File: src/rtl/i2s_codec_responder.sv
// I2S codec-side responder: follows external BCLK/LRCLK,
// transmits held Tx words and deserializes DAC data.
module i2s_codec_responder #(
  parameter int WIDTH = 24,
  parameter int SLOT  = 32
) (
  input  logic             clk,
  input  logic             reset,
  input  logic             BCLK,
  input  logic             LRCLK,
  input  logic             DAC_SDATA,
  output logic             ADC_SDATA,
  input  logic [WIDTH-1:0] LeftTxData,
  input  logic [WIDTH-1:0] RightTxData,
  output logic             TxLoad,
  output logic [WIDTH-1:0] LeftRxData,
  output logic [WIDTH-1:0] RightRxData,
  output logic             RxValid,
  output logic             error
);

  localparam int IW = $clog2(WIDTH);

  logic             r_bclk_s1, r_bclk_s2, r_bclk_d;
  logic             r_lr_s1, r_lr_s2;
  logic             r_d_s1, r_d_s2;
  logic             r_lr_prev;
  logic             r_synced;
  logic             r_have_left;
  logic [5:0]       r_cnt;
  logic [WIDTH-2:0] r_rx_sr;
  logic [WIDTH-1:0] r_hold_l, r_hold_r;
  logic [WIDTH-1:0] r_left_rx, r_right_rx;
  logic             r_adc;
  logic             r_txload;
  logic             r_rxvalid;
  logic             r_error;

  logic             w_rise, w_fall, w_start;
  logic [5:0]       w_cnt_nxt;
  logic             w_cap;
  logic [WIDTH-1:0] w_word;
  logic [6:0]       w_slot_len;
  logic [WIDTH-1:0] w_tx_word;
  logic [IW-1:0]    w_idx;
  logic             w_tx_bit;

  assign w_rise  = r_bclk_s2 & ~r_bclk_d;
  assign w_fall  = ~r_bclk_s2 & r_bclk_d;
  assign w_start = r_lr_s2 != r_lr_prev;

  always_comb begin
    w_cnt_nxt = r_cnt;
    if (w_start)
      w_cnt_nxt = 6'd0;
    else if (r_cnt != 6'd63)
      w_cnt_nxt = r_cnt + 6'd1;
  end

  // Count 0 holds the previous slot's LSB padding, so it never shifts in.
  assign w_cap = r_synced & ~w_start &
                 (w_cnt_nxt >= 6'd1) &
                 (w_cnt_nxt <= 6'(WIDTH));

  assign w_word     = {r_rx_sr, r_d_s2};
  assign w_slot_len = {1'b0, r_cnt} + 7'd1;

  assign w_tx_word = r_lr_prev ? r_hold_r : r_hold_l;
  assign w_idx     = IW'(WIDTH - 1 - int'(r_cnt));

  always_comb begin
    w_tx_bit = 1'b0;
    if (r_cnt < 6'(WIDTH))
      w_tx_bit = w_tx_word[w_idx];
  end

  always_ff @(posedge clk) begin
    if (reset) begin
      r_bclk_s1   <= 1'b0;
      r_bclk_s2   <= 1'b0;
      r_bclk_d    <= 1'b0;
      r_lr_s1     <= 1'b0;
      r_lr_s2     <= 1'b0;
      r_d_s1      <= 1'b0;
      r_d_s2      <= 1'b0;
      r_lr_prev   <= 1'b0;
      r_synced    <= 1'b0;
      r_have_left <= 1'b0;
      r_cnt       <= 6'd0;
      r_rx_sr     <= '0;
      r_hold_l    <= '0;
      r_hold_r    <= '0;
      r_left_rx   <= '0;
      r_right_rx  <= '0;
      r_adc       <= 1'b0;
      r_txload    <= 1'b0;
      r_rxvalid   <= 1'b0;
      r_error     <= 1'b0;
    end else begin
      r_bclk_s1 <= BCLK;
      r_bclk_s2 <= r_bclk_s1;
      r_bclk_d  <= r_bclk_s2;
      r_lr_s1   <= LRCLK;
      r_lr_s2   <= r_lr_s1;
      r_d_s1    <= DAC_SDATA;
      r_d_s2    <= r_d_s1;
      r_txload  <= 1'b0;
      r_rxvalid <= 1'b0;

      // Tx words are captured during the TxLoad cycle itself.
      if (r_txload) begin
        r_hold_l <= LeftTxData;
        r_hold_r <= RightTxData;
      end

      if (w_rise) begin
        r_lr_prev <= r_lr_s2;
        r_cnt     <= w_cnt_nxt;
        if (w_start) begin
          r_synced <= 1'b1;
          if (r_synced && (w_slot_len != 7'(SLOT)))
            r_error <= 1'b1;
          if (!r_lr_s2)
            r_txload <= 1'b1;
        end
        if (w_cap) begin
          r_rx_sr <= w_word[WIDTH-2:0];
          if (w_cnt_nxt == 6'(WIDTH)) begin
            if (r_lr_s2) begin
              r_right_rx <= w_word;
              if (r_have_left)
                r_rxvalid <= 1'b1;
            end else begin
              r_left_rx   <= w_word;
              r_have_left <= 1'b1;
            end
          end
        end
      end

      if (w_fall && r_synced)
        r_adc <= w_tx_bit;
    end
  end

  assign ADC_SDATA   = r_adc;
  assign TxLoad      = r_txload;
  assign RxValid     = r_rxvalid;
  assign error       = r_error;
  assign LeftRxData  = r_left_rx;
  assign RightRxData = r_right_rx;

endmodule
File: config.mk
export PLATFORM = sky130hd
export DESIGN_NAME = i2s_codec_responder
export DESIGN_NICKNAME = d
export VERILOG_FILES = /design/src/rtl/i2s_codec_responder.sv
export SDC_FILE = /design/constraint.sdc
export NUM_CORES = 1
export LEC_CHECK = 0
export CAP_MARGIN = 0
export CORE_AREA = 5 5 107 109
export DETAILED_ROUTE_END_ITERATION = 8
export DIE_AREA = 0 0 112 114
export HOLD_SLACK_MARGIN = 0.06
export PLACE_DENSITY = 0.93
export SETUP_SLACK_MARGIN = 0.5
export SYNTH_ARGS = -nofsm -noshare
export SYNTH_HDL_FRONTEND = slang
export SYNTH_SLANG_ARGS = --single-unit
export TNS_END_PERCENT = 5
File: constraint.sdc
create_clock -name clk -period 6.4 [get_ports clk]
set_input_delay 1.6 -clock clk [delete_from_list [all_inputs] [get_ports clk]]
set_output_delay 1.6 -clock clk [all_outputs]
set_load 0.01 [all_outputs]
# After elaboration in Yosys (flattened, before gate mapping)
# Cells that the tools add are included.
totals:
  out_inout_bits: 52
  ff_bits: 139
  in_bits: 53
  wordCells: 60
classes:
  n_bitwise: 12
  addsub: 3
  n_lt_le_gt_ge: 4
  reduce_logical: 9
  mux: 8
  n_eq_ne: 4
ops:
  columns: ["cell", "n"]
  rows:
  - ["24-bit two-way mux", 1]
  - ["6-bit two-way mux", 2]
  - ["4-bit AND reduction", 2]
  - ["6-bit by 1-bit adder with 7-bit output (second input constant)", 1]
  - ["7-bit by 6-bit != test with 1-bit output (second input constant)", 1]
  - ["1-bit NOT", 7]
  - ["6-bit by 1-bit adder with 6-bit output (second input constant)", 1]
  - ["6-bit by 5-bit == test with 1-bit output (second input constant)", 1]
  - ["6-bit by 1-bit greater-or-equal comparator with 1-bit output (second input constant)", 1]
  - ["6-bit by 5-bit less-or-equal comparator with 1-bit output (second input constant)", 1]
  - ["5-bit by 6-bit less-than comparator with 1-bit output (second input constant)", 1]
  - ["6-bit by 5-bit less-than comparator with 1-bit output (second input constant)", 1]
  - ["6-bit != test (second input constant)", 1]
  - ["1-bit AND", 5]
  - ["1-bit binary-select mux with 5-bit select", 1]
  - ["5-bit OR reduction", 1]
  - ["5-bit subtractor (first input constant)", 1]
  - ["1-bit two-way mux", 4]
  - ["2-bit AND reduction", 2]
  - ["3-bit AND reduction", 1]
  - ["3-bit OR reduction", 1]
  - ["1-bit logical AND", 2]
  - ["1-bit != test", 1]

# Longest topological paths before layout
# Gate-level depths: netlist of run 1.
logic_depth:
  word_depth: 8
  ltp_mapped: 9
  mapped_depth_nobuf: 7

# Worst setup path after synthesis of run 1
# Ideal clock, no wire load.
synth_path:
  kind: "input to register"
  from: "input port reset"
  to: "register r_adc (netlist: ADC_SDATA)"
  setup_slack_ns: 3.591
  setup_time_ns: 0.060
  t_required_ns: 6.340
  t_arrival_ns: 2.748
  cell_stages: 5
  n_path_buf: 1
  cell_sequence: "clkbuf_1 > or3_1 > a211o_1 > a311oi_1 > a311o_1"
synth_lines:
  columns: ["element", "line", "rtl"]
  rows:
  - ["start: declaration", "8", "input logic reset,"]
  - ["end signal: assignment", "142", "r_adc <= w_tx_bit;"]
  - ["end: declaration", "34", "logic r_adc;"]

# Final worst setup path of run 1
layout_path:
  from: "register r_txload (netlist: TxLoad)"
  to: "output port TxLoad"
layout_lines:
  columns: ["element", "line", "rtl"]
  rows:
  - ["start: declaration", "35", "logic r_txload;"]
  - ["start signal: assignment", "96", "r_txload <= 1'b0;"]
  - ["start signal: assignment", "107", "r_txload <= 1'b0;"]
  - ["start signal: assignment", "124", "r_txload <= 1'b1;"]
  - ["end: declaration", "15", "output logic TxLoad,"]
# No word-level cell between the ends.

==> results of run 1 <==
==> synthesized netlist by cell type, drive strengths merged (3+ instances only) <==
cell | number | share of area
dfxtp | 139 | 0.50
mux2i | 125 | 0.23
nor2 | 107 | 0.072
nand2 | 29 | 0.020
buf | 20 | 0.023
clkbuf | 16 | 0.011
nor2b | 11 | 0.012
mux4 | 10 | 0.041
a21oi | 9 | 0.0081
nand3 | 7 | 0.0063
a211oi | 4 | 0.0054
and3 | 3 | 0.0034
inv | 3 | 0.0020
nand2b | 3 | 0.0034
o21ai | 3 | 0.0027
xor2 | 3 | 0.0081
==> registers in the layout, indices dropped and copies added, names as in the netlist, 6 cells and up <==
name and flops:
r_hold_l 24, LeftRxData 24, RightRxData 24, r_rx_sr 23
r_hold_r 24, r_cnt 6
==> worst max path at each step <==
| stage | from | to | depth (start not counted) |
|---|---|---|---|
| final | TxLoad$_SDFF_PP0_ | TxLoad | 2 |
| after global routing | TxLoad$_SDFF_PP0_ | TxLoad | 2 |
| after CTS | TxLoad$_SDFF_PP0_ | TxLoad | 2 |
| after detailed placement | TxLoad$_SDFF_PP0_ | TxLoad | 2 |
| after global placement | TxLoad$_SDFF_PP0_ | TxLoad | 2 |
| after floorplan | reset | ADC_SDATA$_SDFFE_PP0P_ | 5 |
==> worst max-delay path, cell delays in order (launching register included) <==
cell and delay, ns:
sky130_fd_sc_hd__dfxtp_2 0.31, sky130_fd_sc_hd__buf_4 0.62, sky130_fd_sc_hd__clkdlybuf4s50_1 0.68
==> report_power, final <==
| group | internal, mW | total (mW) | switching (mW) |
|---|---|---|---|
| Clock | 0.561 | 0.951 | 0.390 |
| Combinational | 0.0344 | 0.0605 | 0.0260 |
| Sequential | 0.868 | 0.872 | 0.00446 |
==> placed cells by master (no fill, tap or decap), drive strengths merged, types with 3 or more instances in the layout <==
cell type	n
mux4	10
buf	6
dfxtp	139
nand3	7
inv	6
clkinv	8
and3	3
nand2b	3
nor2b	11
a211oi	4
a21oi	9
nand2	29
o21ai	3
xor2	3
mux2i	125
nor2	107
clkdlybuf4s50	103
clkbuf	17
==> kinds of logic after synthesis <==
kind of cell	count (synthesis)
XOR/XNOR	5
flip-flops	139
multiplexers	137
buffers and inverters	39
adder cells (fa/ha/maj)	2
AO/OA/AOI/OAI	32
AND/OR/NAND/NOR	170
==> cell type report <==
cell class	count	area share
clock buffer	17	0.05749
clock inverter	15	0.02327
tap	140	0.02431
multi-input combinational	346	0.3576
inverter	3	0.001563
sequential	139	0.3864
timing repair buffer	109	0.1494
==> through the flow <==
stage                     setup slack (ns)    util  hold slack (ns)  instance area [um2]  instances
final                                2.633  0.6856           0.4388                 7204        769
after global routing                 2.551  0.6856           0.4577                 7204        769
after CTS                            2.619  0.6856           0.4408                 7204        769
after detailed placement             3.204  0.6303           0.4270                 6623        737
after global placement               3.227  0.6303           0.4230                 6623        737
after floorplan                      3.591       -           0.4138                 5552        524
==> layer usage <==
metal,wire length [um],vias up,global-route usage
li1,-,1995,-
met1,5334,2040,0.2403
met2,6765,136,0.3637
met3,607,28,0.05942
met4,317,0,0.08574
met5,0,-,0
==> summary by stage, run 1 <==
Clock tree
The number of buffers on the longest clock path is 2. The cts-stage hold buffer count is 0. The number of levels in the clock H-tree is 4. The clock slew at the register clock pins of the worst setup and hold paths is 0.06 ns. TritonCTS built the clock tree. The insertion delay of the later-clocked pin in the worst-skew pair is 0.53 ns. The number of gates given a new drive strength after cts is 0. The root buffer cell is sky130_fd_sc_hd__clkbuf_8. Buffers inserted during clock tree synthesis total 17. In this run the post-CTS setup repair buffer count came out at 0. CTS saw 139 sinks.

Logic synthesis
Of the total synthesized cell area, the portion taken by AND, OR, NAND and NOR gates is 0.1350. The average instance in the mapped netlist occupies 10.59 um2. Of the total synthesized cell area, the portion taken by XOR and XNOR cells is 0.01127.

By area, the combinational part of the netlist is dominated by multiplexers. Of the synthesized area, sequential elements account for 0.5012. Of all flip-flops after synthesis, the portion carrying an async set or reset was 0. The number of storage elements in the synthesis netlist is 139. After synthesis the cells add up to 5552 um2. The synthesized net count is 579. The synthesized-area fraction occupied by ao, oa, aoi and oai cells is 0.04169.

Of the post-synthesis cell area, the part taken by muxes is 0.2700. After technology mapping, the gate count stands at 524. The distinct cell type count of the synthesized netlist is 49. The number of warnings reported in the yosys synthesis log is 0. Of the total synthesized cell area, the portion taken by full adders, half adders and majority gates is 0.004508. The prevailing post-synth register cell is sky130_fd_sc_hd__dfxtp_1. The number of enable flip-flop cells after synthesis is 0.

GRT
Summed over all layers, the global routing overflow is 0. For this run, the total global-route usage over all layers was measured as 0.2080. The number of global-route vias before repair came to 4326. Entering global routing, the biggest net connects 84 pins. The number of antenna violations at the first check in global routing is 0. The wire length of the first global-routing pass is 21270 um.

Routing
The number of detailed-routing iterations run before antenna repair is 7. In this run the remaining antenna-violating nets after routing total 0. The routed wire length is 13030 um. The average via count per standard cell is 5.460. The routed length per instance is 16.94 um.

After detailed routing, the number of remaining DRC violations is 0. The count of vias placed by the detailed router is 4199. The number of DRC violations after detailed-routing iteration 0 is 284.

Final layout
The antenna diode instance count is 0. The sequential cell area in the final layout is 2784 um2. The multi-input combinational cells in the finished layout cover a total of 2576 um2. The layout cell share with drive strength beyond 1 is 0.09221. The final net count is 671.

Counting the fill cells in the layout gives 681. The area overhead of the layout relative to synthesis is 29.77%.

Setup path
For the worst flop-to-flop path, the logic depth is 6. The critical path startpoint category is a flip-flop. The worst setup path is captured at a primary output.

The source of the worst register-to-register timing path is r_cnt[0]$_SDFFE_PP0P_. The worst setup path is of the reg -> out kind. The worst endpoint data arrival time is 2.17 ns. The setup slack of the worst register-to-register path is 3.23 ns.

In this run the critical register-to-register path is captured at r_rx_sr[7]$_SDFFE_PP0P_. Data on the critical path is required at its endpoint by 4.80 ns. Along the worst path, the maximum fanout reaches 49.

Die
The floorplan step defined a core boundary enclosing 10510 um2. The die is 114 um tall. The die covers 12770 um2. 105 I/O pins were placed. The initial utilization of the core area, before any placement, comes to 0.5283.

In this run the core area contains 38 standard-cell rows. The die span in x is 112 um.

Pwr
The analysis attributes to cell leakage a power of 2.445 nW. The power per cell area is 261.4 nW/um2. The overall power consumption is 1.884 mW.

VDD sags by at most 0.0001703 V.

Worst hold path
The path with the worst hold slack has its endpoint at r_lr_s2$_SDFF_PP0_. The worst hold path begins at r_lr_s1$_SDFF_PP0_. The worst hold path belongs to the class reg -> reg. Counting instances, the worst hold path has a depth of 1.

STA
For this run, the top clock speed supported by timing is 265.4 MHz. Setup repair after global routing left no endpoint under its margin. The worst path needs 3.767 ns of the cycle, external delays included. The clock arrives with 0.005597 ns of skew.

Setup violations remaining at the end of the flow were counted as 0. At the pin with the least slew margin, the transition time is 0.8086 ns. Measured against its own limit, the worst slew margin works out to 0.4609. For the final routed database, the setup TNS stands at 0 ns. The number of max-slew violations in the final report is 0. Dividing the final minimum period by the clock period gives 0.5887.

The number of hold violations in the final report is 0.

Placement
Buffers placed on the I/O ports in this run total 104. The post-detailed-placement half-perimeter wirelength is 8450 um. Routability-driven placement finished with a final weighted congestion of 0.8725.

Run status
The run finished with clean final reports.

Job
Across the run, the number of max-cap violations was 0.
Note: power is estimated with default switching activity, not from simulation.
==> inputs of run 2 (changes only) <==
CORE_AREA = 5 5 115 117   (was 5 5 107 109)
DIE_AREA = 0 0 120 122   (was 0 0 112 114)
PLACE_DENSITY = 0.86   (was 0.93)
clock period = 3.4 ns   (was 6.4 ns; I/O delays follow)
==> run 2 against run 1 <==
Die area rose by 15%. Global-route usage fell by 2.9 points. Flip-flop and latch count did not move. Clock power rose by 100%. Total power rose by 96%. Final cell count rose by 1.7%. Via count fell by 0.17%. Critical path type is now reg -> reg. Critical endpoint is now LeftRxData[9]$_SDFFE_PP0P_. Largest cell class unchanged. Largest power group unchanged.
==> summary by stage, run 2 (synthesis gave the netlist of run 1 again) <==
STA
The post-route worst setup slack is 0.6209 ns. The tightest hold margin is 0.4415 ns. The slew of the pin with the lowest slew margin is 0.7692 ns. The shortest period the worst path allows is 2.779 ns.

Setup repair after global routing could not meet its margin everywhere. Measured against its own limit, the worst slew margin works out to 0.4872. The clock arrives with 0.01071 ns of skew.

The maximum achievable frequency is 359.8 MHz. Adding up every negative setup slack in the final design gives 0 ns. The number of hold violations in the final report came to 0. The number of max-slew violations in the final report is 0. The share of the clock period used by the worst path after layout is 0.8174. The setup violation total in the final timing report is 0.

Die
The die span in x is 120 um. The die covers 14640 um2. The number of placement rows is 41. The core region is 12260 um2. 105 I/O pins were placed. The initial cell density of the core is 0.4528. Measured along the y axis, the die boundary spans 122 um.

Clock tree
The number of hold buffers added after CTS was 0. The H-tree was split into 4 levels. Clock-pin slew was measured on the worst setup and hold paths at 0.06 ns. The number of clock buffers added by TritonCTS is 17.

The CTS tree is yes. The cell sitting at the root of the clock tree is a sky130_fd_sc_hd__clkbuf_16. The number of buffers on the longest clock path is 2.

The clock reaches the later pin of the worst-skew pair after 0.41 ns. The total number of clock tree sinks is 139.

Final layout
The non-filler instance count after layout is 782. After filler insertion, the fill cell instance count of the layout stands at 955. The library cells used most frequently in the layout, excluding fill and tap cells, are 138 x sky130_fd_sc_hd__dfxtp_1, 125 x sky130_fd_sc_hd__mux2i_1, 107 x sky130_fd_sc_hd__nor2_1. The final instance area is 7292 um2. Measured on the finished design, the core utilization comes to 0.5948. At the end of the flow, the number of nets in the layout was 674. The area overhead of the layout relative to synthesis is 31.35%. The most common library cell in the layout ignoring fill and taps is sky130_fd_sc_hd__dfxtp_1. The layout cell share with drive strength beyond 1 is 0.09494. The antenna diode instance count is 0.

Placement
The post-detailed-placement half-perimeter wirelength is 8894 um. The worst setup slack before clock tree synthesis is 0.6988 ns. Counting tap cells, the placed design contains a total of 750 instances. In this run the cell area measured after placement is 6658 um2. During placement, the flow inserted port buffers numbering 104.

The last weighted congestion value of the routability-driven placer is 0.8397.

Job
The tool flagged a number of max-cap violations equal to 0.

Routing
The average via count per standard cell is 5.361. The number of DRC violations after detailed-routing iteration 0 is 265. The number of nets with antenna violations after detailed routing is 0. The routed length per instance is 16.47 um. The routed layout has 4192 vias. The remaining design rule violation count is 0. The number of detailed-routing iterations run before antenna repair is 5. For this block, the routed nets add up to 12880 um of wire.

Setup path
The endpoint of the worst register-to-register path is LeftRxData[9]$_SDFFE_PP0P_. By startpoint and endpoint, the worst setup path is classified as reg -> reg. The cell at the slowest stage of the critical path is sky130_fd_sc_hd__dfxtp_1. In this design, the stage delay of the slowest critical-path cell is 0.50 ns. The source of the worst register-to-register timing path is r_cnt[0]$_SDFFE_PP0P_. By instance count, the cell type seen most on the critical path is sky130_fd_sc_hd__nand3_1.

The length in cells of the worst reg-to-reg path is 8. STA classifies the critical path startpoint as a flip-flop. STA classifies the critical path endpoint as a flip-flop.

Data on the critical path is required at its endpoint by 3.68 ns. The signal on the critical path passes through ha_1 > nand3_1 > mux2_2 > nand3_1 > nor4_4 > buf_4 > mux2i_1 > nor2_1. Broken down by cell family, the worst path's largest delay share belongs to simple AND/OR/NAND/NOR gates. The worst endpoint data arrival time is 3.06 ns. The most critical setup path has its startpoint at r_cnt[0]$_SDFFE_PP0P_. For flop-to-flop paths, the worst setup slack is 0.62 ns.

Counting both buffers and inverters, the worst setup path holds a total of 1. Of all nets on the critical path, the largest fanout is 25.

Pwr
The leakage power figure is 2.488 nW. VDD sags by at most 0.0003495 V. After layout, the design draws a total of 3.683 mW.

Power spread over the standard cell area amounts to 505.1 nW/um2.

GRT
The first global-routing pass estimated 20960 um of wire. Summed over all layers, the global routing overflow is 0. The total global-route track usage is 0.1793. Entering global routing, the biggest net connects 49 pins. The number of antenna violations at the first check in global routing is 0. The number of global-route vias before repair is 4364.

Worst hold path
The path with the worst hold slack has its endpoint at r_d_s2$_SDFF_PP0_. In this run the most critical hold path is launched from r_d_s1$_SDFF_PP0_. The min-delay analysis places its worst path in the category reg -> reg. The worst hold path stage count is 1.

Run status
The flow ran to the end, and the final reports show no timing, DRC or antenna violations.
==> run 2: worst register-to-register path, stage by stage, from the launching register on <==
cell and delay (ns):
sky130_fd_sc_hd__dfxtp_1 0.50, sky130_fd_sc_hd__ha_1 0.34, sky130_fd_sc_hd__nand3_1 0.21, sky130_fd_sc_hd__mux2_2 0.33, sky130_fd_sc_hd__nand3_1 0.19, sky130_fd_sc_hd__nor4_4 0.27, sky130_fd_sc_hd__buf_4 0.45, sky130_fd_sc_hd__mux2i_1 0.30
sky130_fd_sc_hd__nor2_1 0.06
==> run 2: layout make-up <==
class                   instances  area (um2)  share of cell area
multi-input cells             346        2576              0.3533
well taps                     150       187.7             0.02574
clock inverters                 9       132.6             0.01819
flip-flops and latches        139        2784              0.3818
repair buffers                112        1102              0.1512
inverters                       3       11.26            0.001544
clock buffers                  23       498.0             0.06829
==> run 2: power by group <==
group	internal, mW	switching, mW
sequential	1.63	0.00571
clock	1.25	0.672
combinational	0.0662	0.0514
total	2.95	0.729
==> run 2: how the worst max path moves through the flow <==
stage	depth (start not counted)	endpoint
3_5_place_dp	6	r_rx_sr[18]$_SDFFE_PP0P_
6_report	8	LeftRxData[9]$_SDFFE_PP0P_
4_1_cts	8	RightRxData[19]$_SDFFE_PP0P_
2_1_floorplan	8	LeftRxData[10]$_SDFFE_PP0P_
3_3_place_gp	8	RightRxData[13]$_SDFFE_PP0P_
5_1_grt	6	r_rx_sr[12]$_SDFFE_PP0P_
==> run 2: metal layers <==
layer,wire (um),up-vias,track usage
li1,-,2011,-
met2,6683,144,0.3179
met3,682,41,0.04364
met5,0,-,0
met1,5091,1996,0.1998
met4,425,0,0.09306
==> run 2: what timing repair did <==
| item | CTS | global route |
|---|---|---|
| gates resized for setup | 0 | 1 |
| setup buffers | 0 | 0 |
| endpoints found under the setup margin | 0 | 11 |
